--- config.mk ---
export PLATFORM = sky130hd
export DESIGN_NAME = lac_phase_tracker
export DESIGN_NICKNAME = d
export VERILOG_FILES = /design/src/rtl/lac_pkg.sv /design/src/rtl/lac_sync.sv /design/src/rtl/lac_phase_tracker.sv
export SDC_FILE = /design/constraint.sdc
export NUM_CORES = 1
export LEC_CHECK = 0
export CORE_MARGIN = 4
export CORE_UTILIZATION = 58
export DETAILED_ROUTE_END_ITERATION = 8
export GPL_TIMING_DRIVEN = 1
export PLACE_DENSITY = 0.92
export SETUP_SLACK_MARGIN = 0.3
export SYNTH_ARGS = -nofsm -noshare
export SYNTH_HDL_FRONTEND = slang
export SYNTH_SLANG_ARGS = --single-unit
--- constraint.sdc ---
create_clock -name clock -period 3.6 [get_ports clock]
set_input_delay 0.72 -clock clock [delete_from_list [all_inputs] [get_ports clock]]
set_output_delay 0.72 -clock clock [all_outputs]
set_load 0.02 [all_outputs]
--- src/rtl/lac_pkg.sv ---
// Shared types and legal parameter ranges for the LAC phase tracker.
// Latency: n/a; backpressure: n/a.
package lac_pkg;

   typedef enum logic [1:0] {
      HUNT   = 2'd0,
      VERIFY = 2'd1,
      LOCKED = 2'd2
   } lac_state_t;

   localparam int RATIO_MIN      = 2;
   localparam int RATIO_MAX      = 16;
   localparam int SYNC_MIN       = 2;
   localparam int SYNC_MAX       = 4;
   localparam int LOCK_EDGES_MIN = 1;
   localparam int LOCK_EDGES_MAX = 15;
   localparam int ERR_W_MIN      = 1;

   // Wide enough for every good-edge count up to LOCK_EDGES_MAX.
   localparam int GOOD_W = 4;

endpackage

--- src/rtl/lac_sync.sv ---
// Synchronises the slow LAC clock into the fast domain and flags its rising edge.
// Latency: edge_det rises SYNC_STAGES cycles after lac_in is first sampled high; no backpressure.
module lac_sync
   import lac_pkg::*;
#(
   parameter int SYNC_STAGES = 2
) (
   input  logic clock,
   input  logic reset_n,
   input  logic lac_in,
   output logic edge_det
);

   logic [SYNC_STAGES-1:0] sync_q;
   logic                   sync_last;
   logic                   prev_q;

   if (SYNC_STAGES < SYNC_MIN || SYNC_STAGES > SYNC_MAX) begin : g_bad_sync
      $error("lac_sync: SYNC_STAGES must be within 2..4");
   end

   always_ff @(posedge clock or negedge reset_n) begin
      if (!reset_n) begin
         sync_q <= '0;
         prev_q <= 1'b0;
      end else begin
         sync_q <= {sync_q[SYNC_STAGES-2:0], lac_in};
         prev_q <= sync_last;
      end
   end

   assign sync_last = sync_q[SYNC_STAGES-1];
   assign edge_det  = sync_last & ~prev_q;

endmodule

--- src/rtl/lac_phase_tracker.sv ---
// Locks a fast-clock phase counter to the slow LAC clock and emits one strobe per slow period.
// Latency: strobe/locked registered, one cycle after the FSM decision; no backpressure.
module lac_phase_tracker
   import lac_pkg::*;
#(
   parameter int RATIO        = 4,
   parameter int STROBE_PHASE = 2,
   parameter int SYNC_STAGES  = 2,
   parameter int LOCK_EDGES   = 4,
   parameter int ERR_W        = 8
) (
   input  logic                     clock,
   input  logic                     reset_n,
   input  logic                     lac_in,
   input  logic                     err_clear,
   output logic                     strobe,
   output logic [$clog2(RATIO)-1:0] phase,
   output logic                     locked,
   output logic [ERR_W-1:0]         err_count
);

   localparam int PH_W = $clog2(RATIO);

   localparam logic [PH_W-1:0]   PH_LAST   = PH_W'(RATIO - 1);
   localparam logic [PH_W-1:0]   PH_STROBE = PH_W'(STROBE_PHASE);
   localparam logic [GOOD_W:0]   LOCK_TGT  = (GOOD_W + 1)'(LOCK_EDGES);
   localparam logic [ERR_W-1:0]  ERR_MAX   = '1;

   if ((RATIO % 2) != 0 || RATIO < RATIO_MIN || RATIO > RATIO_MAX) begin : g_bad_ratio
      $error("lac_phase_tracker: RATIO must be even and within 2..16");
   end
   if (STROBE_PHASE < 0 || STROBE_PHASE >= RATIO) begin : g_bad_strobe
      $error("lac_phase_tracker: STROBE_PHASE must be within 0..RATIO-1");
   end
   if (LOCK_EDGES < LOCK_EDGES_MIN || LOCK_EDGES > LOCK_EDGES_MAX) begin : g_bad_lock
      $error("lac_phase_tracker: LOCK_EDGES must be within 1..15");
   end
   if (ERR_W < ERR_W_MIN) begin : g_bad_err_w
      $error("lac_phase_tracker: ERR_W must be at least 1");
   end

   logic              edge_det;

   lac_state_t        state_q;
   lac_state_t        state_nxt;
   logic [PH_W-1:0]   phase_q;
   logic [PH_W-1:0]   phase_nxt;
   logic [GOOD_W-1:0] good_q;
   logic [GOOD_W-1:0] good_nxt;
   logic [GOOD_W:0]   good_inc;
   logic [ERR_W-1:0]  err_nxt;
   logic              err_inc;
   logic              strobe_nxt;
   logic              locked_nxt;

   logic              at_last;
   logic              on_time;
   logic              early;
   logic              missing;

   lac_sync #(
      .SYNC_STAGES (SYNC_STAGES)
   ) u_sync (
      .clock    (clock),
      .reset_n  (reset_n),
      .lac_in   (lac_in),
      .edge_det (edge_det)
   );

   // Edge classification is relative to the phase the counter currently holds.
   assign at_last  = (phase_q == PH_LAST);
   assign on_time  = edge_det &  at_last;
   assign early    = edge_det & ~at_last;
   assign missing  = ~edge_det & at_last;
   assign good_inc = {1'b0, good_q} + (GOOD_W + 1)'(1);

   always_comb begin
      state_nxt = state_q;
      phase_nxt = at_last ? '0 : phase_q + PH_W'(1);
      good_nxt  = good_q;
      err_inc   = 1'b0;

      case (state_q)
         HUNT: begin
            if (edge_det) begin
               phase_nxt = '0;
               good_nxt  = GOOD_W'(1);
               state_nxt = VERIFY;
            end
         end
         VERIFY: begin
            if (on_time) begin
               good_nxt = good_inc[GOOD_W-1:0];
               if (good_inc >= LOCK_TGT) begin
                  state_nxt = LOCKED;
               end
            end else if (early) begin
               phase_nxt = '0;
               good_nxt  = GOOD_W'(1);
            end else if (missing) begin
               state_nxt = HUNT;
            end
         end
         LOCKED: begin
            if (early) begin
               err_inc   = 1'b1;
               phase_nxt = '0;
               good_nxt  = GOOD_W'(1);
               state_nxt = VERIFY;
            end else if (missing) begin
               err_inc   = 1'b1;
               state_nxt = HUNT;
            end
         end
         default: begin
            state_nxt = HUNT;
         end
      endcase
   end

   // A clear coinciding with a loss still records that loss.
   always_comb begin
      err_nxt = err_count;
      if (err_clear) begin
         err_nxt = err_inc ? ERR_W'(1) : '0;
      end else if (err_inc && (err_count != ERR_MAX)) begin
         err_nxt = err_count + ERR_W'(1);
      end
   end

   assign locked_nxt = (state_nxt == LOCKED);
   assign strobe_nxt = locked_nxt && (phase_nxt == PH_STROBE);

   always_ff @(posedge clock or negedge reset_n) begin
      if (!reset_n) begin
         state_q   <= HUNT;
         phase_q   <= '0;
         good_q    <= '0;
         err_count <= '0;
         strobe    <= 1'b0;
         locked    <= 1'b0;
      end else begin
         state_q   <= state_nxt;
         phase_q   <= phase_nxt;
         good_q    <= good_nxt;
         err_count <= err_nxt;
         strobe    <= strobe_nxt;
         locked    <= locked_nxt;
      end
   end

   assign phase = phase_q;

endmodule

==> summary.md <==
| Metric | Value |
|---|---|
| Die area | a little under 3000 sq um |
| M3 GR Usage | 0.0499 |
| Post-DP HPWL | around 1900 um |
| TritonCTS buffer count | 3 |
| Synth unique cells | 38 |
| DIE WIDTH | about 54 um |
| Crit path arrival time | roughly 2.4 ns |
| #FFs+latches synth | 21 |
| Root Driver | clkbuf_4 |
| Avg WL per Cell | 15.0 um |
| Hold Fails Final Rpt | 0 |
| First-pass GRT wire length | 4190 um |
| Leakage Power | between 0.6 and 0.7 nW |
| Count leader, synth | dfrtp_1 |
| Syn Inst Count | 125 |
| Routed WL | ~2500 um |
| P_int | approximately 400 uW |
| Max-slew violations | 0 |
| Row Count | 16 |
| Initial antenna violation count | 0 |
| RD Place Congestion | around 0.9 |
| Clk buf depth | 2 |
| Share of cells above drive strength 1 | 0.0420 |
| Post-synth EDFFs | 0 |
| H-tree Lvls | 1 |
| Critical Path Fanout Max | 5 |
| Routed Antenna Nets | 0 |
| PwrDens | approximately 440 nW/um^2 |
| Starting density of the core | 0.617 |
| Status | completed |
| CP Class | flop to flop |
| Required time worst endpoint | 3.82 ns |
| Comb pwr share | 0.367 |
| Number of global-route vias before repair | approximately 1,000 |
| Switching Fraction | 0.369 |
| GRT overflow | 0 |
| Ys flop type | dfrtp_1 |
| Vias | about 1,000 |
| P_sw | 235 uW |
| Setup_tns | 0 ns |
| Clock network power share | 0.183 |
| Global route hottest layer | met2 |
| Top-area cell type share of the netlist area | 0.429 |
| Register area share after synthesis | 0.429 |
| Crit path capture type | flop |
| Top post-synthesis cells by count | 21 x dfrtp_1, 12 x ha_1, 11 x nand2_1, 11 x nor2_1 |
| Detailed Routing Iterations Pass 1 | 4 |
| Post-Syn Nets | approximately 140 |
| Post-Syn Area per Cell | around 9.8 sq um |
| Share of async-settable or async-resettable flops after synthesis | 1.00 |
| Clock sinks | 21 |
| Max-slew headroom | 0.373 |
| RSZ-0062 raised after global routing | false |
| Vias/cell | 5.92 |
| Post-CTS Setup Inserts | 0 |
| Worst Skew | 0.00606 ns |
| Min Tclk post-route | roughly 2.2 ns |
| Hold/Removal Path Class | flop to flop |
| Die Y | 53.9 um |
| Tcrit/Tclk final | 0.614 |
| Nets | 160 |
| Total number of yosys warnings | 0 |
| Met2 usage | 0.393 |
| Met1 Use GR | 0.201 |
| # DRC | 0 |
| Area leader, netlist | dfrtp_1 |
| Maximum VDD drop | about 0.33 mV |
| Reg power frac | 0.450 |
| Worst-Margin Slew | about 0.94 ns |
| Max Fclk | 452 MHz |
| Clock Latency Late Sink | roughly 0.32 ns |
| IO buf count | 15 |
| CTS Hold Bufs | 0 |
| Core box area | a little under 2000 sq um |
| Setup violators final | 0 |
| Max-cap check violation count | 0 |
| Area Overhead vs Synth | 17.0% |
| Top cells by area, synth | dfrtp_1 43%, ha_1 12%, nand2_1 3.4% |
| Fin util | 0.722 |
| CTS tree | yes |
| I/O pin cnt | 16 |
| ANT cells | 0 |
| Clk slew on worst S/H paths | 0.12 ns |
| Cell Area, Synth | 1220 sq um |
| Largest net degree at the start of global routing | 22 |
| # resized after CTS | 0 |
| GRT Total Usage | 0.205 |
| Worst Setup Start Kind | flop |
| DR iter-0 viols | 32 |
==> layout make-up <==
class / count / area [sq um]
Clock buffer: 3 / 22.5
Clock inverter: 1 / 5.00
Fill cell: 138 / 551
Inverter: 7 / 26.3
Multi-Input combinational cell: 96 / 668
Sequential cell: 21 / 526
Tap cell: 27 / 33.8
Timing Repair Buffer: 15 / 150
==> placed cells by master (no fill, tap or decap), types with 3 or more instances in the layout <==
master | synthesis | routed
xnor2_1 | 3 | 3
inv_1 | 7 | 7
nand3_1 | 3 | 3
dfrtp_1 | 21 | 21
o21ai_0 | 6 | 6
clkbuf_4 | 0 | 3
a21oi_1 | 7 | 7
ha_1 | 12 | 12
clkdlybuf4s50_1 | 0 | 15
nor3b_1 | 3 | 3
nand2b_1 | 6 | 6
nor2b_1 | 3 | 3
nor2_1 | 11 | 11
nand2_1 | 11 | 11
==> logic make-up (layout without fill, tap and decap cells) <==
kind of cell / after synthesis / after routing / share of synthesized area
xor+xnor: 3 / 3 / 0.0215
compound gates: 30 / 30 / 0.171
simple gates: 49 / 49 / 0.215
buf+inv: 8 / 26 / 0.0245
fa+ha+maj: 12 / 12 / 0.123
flops: 21 / 21 / 0.429
mux: 2 / 2 / 0.0164
==> power groups by stage <==
stage | Clock, mW | Sequential [mW] | Combinational [mW]
after CTS | 0.121 | 0.287 | 0.234
final | 0.117 | 0.287 | 0.234
after detailed placement | 0 | 0.292 | 0.233
after global routing | 0.128 | 0.292 | 0.259
after floorplan | 0 | 0.298 | 0.154
after global placement | 0 | 0.289 | 0.219
==> per-layer routing <==
| layer | routed length [um] | vias up |
|---|---|---|
| met3 | 114 | 7 |
| met1 | 1020 | 487 |
| met2 | 1350 | 27 |
| met5 | 0 | - |
| met4 | 51 | 0 |
| li1 | - | 486 |
==> through the flow <==
step | instances | cell area [sq um] | hold WS, ns | total power [mW] | worst slack, ns
after floorplan | 125 | 1220 | 0.331 | 0.452 | 1.40
after global placement | 166 | 1400 | 0.333 | 0.509 | 1.47
after detailed placement | 166 | 1400 | 0.357 | 0.525 | 1.40
after CTS | 170 | 1430 | 0.385 | 0.642 | 1.38
after global routing | 170 | 1430 | 0.400 | 0.679 | 1.24
final | 170 | 1430 | 0.395 | 0.637 | 1.39
==> registers in the layout, indices dropped and copies added, names as in the netlist <==
signal         count
u_sync.sync_q      2
locked             1
phase              2
strobe             1
u_sync.prev_q      1
state_q            2
err_count          8
good_q             4
==> worst paths after layout <==
check | start | end | slack [ns] | depth (start not counted)
min in group asynchronous | reset_n | good_q[3] | 0.91 | 1
setup reg to reg | phase[0] | strobe | 1.39 | 8
max in group asynchronous | reset_n | good_q[1] | 2.11 | 1
hold reg to reg | u_sync.sync_q[0] | u_sync.sync_q[1] | 0.39 | 0
hold / removal | u_sync.sync_q[0] | u_sync.sync_q[1] | 0.39 | 0
setup / recovery | phase[0] | strobe | 1.39 | 8
==> worst max-delay path, stage by stage (launching register included) <==
cell	delay, ns
dfrtp_1	0.41
ha_1	0.26
inv_1	0.08
ha_1	0.25
or3b_1	0.40
a221o_1	0.31
a22oi_2	0.22
nor3_2	0.07
o211a_1	0.11
Power figures use the tool's default switching activity.
